$ cat config.mk
export PLATFORM = sky130hd
export DESIGN_NAME = scan_afficheur4
export DESIGN_NICKNAME = d
export VERILOG_FILES = /design/src/rtl/scan_afficheur4.sv
export SDC_FILE = /design/constraint.sdc
export NUM_CORES = 1
export LEC_CHECK = 0
export CAP_MARGIN = 30
export CORE_MARGIN = 8
export CORE_UTILIZATION = 50
export DETAILED_ROUTE_END_ITERATION = 8
export MAX_ROUTING_LAYER = met4
export PLACE_DENSITY = 0.81
export SLEW_MARGIN = 20
export SYNTH_ARGS = -nofsm -noshare
export SYNTH_HDL_FRONTEND = slang
export SYNTH_SLANG_ARGS = --single-unit
$ cat constraint.sdc
create_clock -name Clk -period 2.74 [get_ports Clk]
set_clock_uncertainty 0.15 [all_clocks]
set_input_delay 0.274 -clock Clk [delete_from_list [all_inputs] [get_ports Clk]]
set_output_delay 0.274 -clock Clk [all_outputs]
set_load 0.005 [all_outputs]
$ cat src/rtl/scan_afficheur4.sv
// Time-multiplexed 4-digit seven-segment scanner with a double-buffered display value.
// Optional leading-zero blanking is enabled by defining LEADING_ZERO_BLANK_EN.
module scan_afficheur4 #(
    parameter int unsigned REFRESH_DIV      = 50000,
    parameter bit          DIGIT_ACTIVE_LOW = 1'b1
) (
    input  logic        Clk,
    input  logic        Reset,
    input  logic [15:0] Value,
    input  logic        Load,
    output logic [3:0]  Nibble,
    output logic [3:0]  Digit_En,
    output logic        Frame
);

    localparam logic [15:0] PRESC_LAST = 16'(REFRESH_DIV - 1);

    logic [15:0] presc_q, presc_d;
    logic [1:0]  idx_q, idx_d;
    logic [15:0] pending_q, pending_d;
    logic [15:0] disp_q, disp_d;
    logic        active_q, active_d;
    logic [3:0]  nibble_q, nibble_d;
    logic [3:0]  en_q, en_d;
    logic        frame_q, frame_d;
    logic        tick;
    logic        wrap;

    function automatic logic [3:0] digit_nibble(input logic [15:0] v, input logic [1:0] i);
        logic [3:0] n;
        n = v[{i, 2'b00} +: 4];
`ifdef LEADING_ZERO_BLANK_EN
        // A digit blanks only when it and every more significant digit are zero.
        case (i)
            2'd1:    if (v[15:4] == '0)  n = '1;
            2'd2:    if (v[15:8] == '0)  n = '1;
            2'd3:    if (v[15:12] == '0) n = '1;
            default: ;
        endcase
`endif
        return n;
    endfunction

    always_comb begin
        tick      = (presc_q == PRESC_LAST);
        wrap      = tick && (idx_q == 2'd3);
        presc_d   = tick ? '0 : presc_q + 16'd1;
        idx_d     = idx_q;
        pending_d = Load ? Value : pending_q;
        disp_d    = disp_q;
        active_d  = active_q;
        nibble_d  = nibble_q;
        en_d      = en_q;
        frame_d   = 1'b0;
        if (tick) begin
            idx_d    = idx_q + 2'd1;
            active_d = 1'b1;
            // A load on the wrap edge bypasses pending so it shows without a frame of delay.
            if (wrap) begin
                disp_d  = Load ? Value : pending_q;
                frame_d = 1'b1;
            end
            nibble_d = digit_nibble(disp_d, idx_d);
            en_d     = 4'b0001 << idx_d;
        end
    end

    always_ff @(posedge Clk or posedge Reset) begin
        if (Reset) begin
            presc_q   <= '0;
            idx_q     <= 2'd3;
            pending_q <= '0;
            disp_q    <= '0;
            active_q  <= 1'b0;
            nibble_q  <= '0;
            en_q      <= '0;
            frame_q   <= 1'b0;
        end else begin
            presc_q   <= presc_d;
            idx_q     <= idx_d;
            pending_q <= pending_d;
            disp_q    <= disp_d;
            active_q  <= active_d;
            nibble_q  <= nibble_d;
            en_q      <= en_d;
            frame_q   <= frame_d;
        end
    end

    assign Nibble   = nibble_q;
    assign Frame    = frame_q;
    assign Digit_En = DIGIT_ACTIVE_LOW ? ~(active_q ? en_q : 4'b0000)
                                       :  (active_q ? en_q : 4'b0000);

endmodule

==> flow_summary.ini <==
[synthesis]
ys_seq_area_frac = 0.5635
synth-main-ff-cell = dfrtp_1
synth_fp_nets = 274
synth_top_area_share = 0.5438
synth_cells = 249
netlist-cell-type-count = 36
ys_ff_latch = 60
yosysWarnings = 0
synth.area.top_cells = dfrtp_1, nand2_1, mux2_2
yosys.area.top_type = dfrtp_1
synth_edf_count = 0
syn_area_mm2 = 0.002669
syn_avg_cell_area_um2 = 10.72
async_reset_ff_frac = 1.000

[sta]
holdWs_ns = 0.1431
period_share = 0.9266
fin_crit_ns = 2.539
rsz0062_at_grt = false
slew_headroom = 0.7145
max_freq_mhz = 393.9
finalMaxSlewViolations = 0
tightest_slew_ns = 0.4269
setup_viol = 0
hold_viol = 0
setup_slack_ns = 0.2012
fin_tns_setup_ns = 0

[pwr]
powerDensity_mw_per_mm2 = 585.3
pwr-share-comb = 0.051
switchingPower_mw = 0.3871
max-vdd-ir-drop_v = 0.0004349
netSwitchingFraction = 0.2004
power_frac_clock = 0.473
cell_internal_pwr_mw = 1.545
seq_power_share = 0.476
p_leak_nw = 1.549
power_mw = 1.932

[clock_tree]
cts_setup_buffers = 0
cts_hold_buf = 0
htreeDepth = 3
clock-root-buffer = clkbuf_8
clk_latency_ns = 0.34
cts.sinks = 60
clockBufferDepth = 2
cts-resized-gates = 0
cts_tree = yes
clk_pin_slew_ns = 0.07
cts_buffers = 9

[die]
core_area_mm2 = 0.005140
die_x_um = 89.06
fp-row-count = 26
die_area_mm2 = 0.007932
ios = 28
start_util = 0.5192
die_h_um = 89.06

[global_route]
grtUsageTotal = 0.1591
antenna_found_initial = 0
grt_pass1_wl_um = 9356
grt_pass1_vias = 2006
grt.overflow.total = 0
grt_max_degree = 61

[job]
drv_cap = 0

[drt]
drt_iter0_markers = 87
drtAntennaViolNets = 0
drtPass1Iterations = 4
drc_errors = 0
routed_wl_um = 5406
vias_per_cell = 5.330
vias = 1908
wl_per_cell_um = 15.10

[cells_and_area]
fillers = 430
seqCellArea_mm2 = 0.001504
final_area_mm2 = 0.003301
multiInputGateArea_mm2 = 0.001075
drive_gt1_frac = 0.1563
syn2layout_area_growth_pct = 23.68
diodes = 0
nets = 308

[placed_design]
hpwl_um = 3789
dp_worst_setup_slack_ns = 0.1076
place_congestion = 0.7816
placed_area_mm2 = 0.003062
port_buffers = 27

[setup_path]
path_cells = or4bb_1, or4_4, mux2_4, a211oi_1, nor3_1
crit_buf_inv = 0
end_kind = flip-flop
critPathTopFamily = simple AND/OR/NAND/NOR gates
cpMaxStageDelayCell = or4bb_1
worstPathRequired_ns = 2.80
arrival_ns = 2.60
cp-start-kind = flip-flop
slowest_delay_ns = 0.59
crit_type = reg -> reg
crit_fanout = 7

[min_path]
hp-class = in -> async

[outcome]
status = finished clean
worst reg2reg max path: cells and delay by family, from the launching register on:
kind | cells | cell delay (ns)
AND/OR/NAND/NOR | 3 | 1.24
flip-flops | 1 | 0.41
multiplexers | 1 | 0.34
AO/OA/AOI/OAI | 1 | 0.27
flip-flops by register name, indices dropped and copies added (netlist names):
signal / count
presc_q: 16
idx_q: 2
active_q: 1
Frame: 1
pending_q: 16
Nibble: 4
disp_q: 16
en_q: 4
area by class of cell:
| class | count | area share |
|---|---|---|
| sequential | 60 | 0.4556 |
| multi-input combinational | 163 | 0.3256 |
| timing repair buffer | 36 | 0.1061 |
| clock buffer | 12 | 0.05004 |
| tap | 70 | 0.02654 |
| clock inverter | 4 | 0.02123 |
| inverter | 13 | 0.01478 |
cells in the final DEF (no fill, tap or decap), types with 3 or more instances in the layout:
master / n
dfrtp_1: 58
nand2_1: 47
nor3_1: 7
clkbuf_8: 12
inv_1: 12
clkdlybuf4s50_1: 27
xor2_1: 7
mux2i_1: 8
xnor2_1: 7
a21oi_1: 3
nor2_1: 19
buf_4: 8
mux2_2: 10
o21ai_0: 11
and3_1: 4
nand3_1: 5
ha_1: 6
a211oi_1: 6
cell usage after synthesis (all sizes together) (3+ instances only):
| master | count |
|---|---|
| mux2i | 8 |
| nand2 | 47 |
| a21oi | 3 |
| o21ai | 11 |
| or4 | 3 |
| a211oi | 6 |
| mux2 | 12 |
| buf | 3 |
| clkbuf | 10 |
| ha | 6 |
| xor2 | 7 |
| nand3 | 5 |
| nor3 | 7 |
| inv | 13 |
| dfrtp | 58 |
| nor2 | 19 |
| xnor2 | 7 |
| and3 | 4 |
power groups by stage:
stage                     clock, mW  combinational, mW  sequential [mW]
after global routing          0.965              0.108            0.922
after CTS                     0.935             0.0995            0.920
final                         0.913             0.0983            0.920
after detailed placement          0             0.0994            0.936
after floorplan                   0             0.0542            0.933
after global placement            0             0.0965            0.934
kinds of logic (layout without fill, tap and decap cells):
group	Yosys count	count (layout)	synth area share
simple gates	95	95	0.1631
compound gates	26	26	0.06142
fa+ha+maj	6	6	0.02813
buf+inv	26	65	0.03751
xor+xnor	14	14	0.04595
flops	60	60	0.5635
mux	22	22	0.1003
through the flow:
stage	instances	utilization
6_report	358	0.6422
5_1_grt	358	0.6422
4_1_cts	358	0.6414
3_5_place_dp	342	0.5957
3_3_place_gp	342	0.5957
2_1_floorplan	249	-
per-layer routing:
| layer | vias up | GRT usage | wire length [µm] |
|---|---|---|---|
| met5 | - | - | 0 |
| li1 | 903 | - | - |
| met3 | 11 | 0.05239 | 312 |
| met1 | 948 | 0.1862 | 2443 |
| met2 | 46 | 0.2406 | 2537 |
| met4 | 0 | 0.08006 | 113 |
worst paths after layout:
check | from | endpoint | slack, ns | cells past startpoint
min | Reset | presc_q[14] | 0.14 | 3
min reg2reg | disp_q[1] | disp_q[1] | 0.31 | 2
min in group Clk | disp_q[1] | disp_q[1] | 0.31 | 2
max in group asynchronous | Reset | idx_q[1] | 1.96 | 3
max reg2reg | presc_q[12] | Nibble[3] | 0.20 | 5
max | presc_q[12] | Nibble[3] | 0.20 | 5
(Power assumes the default switching activity.)
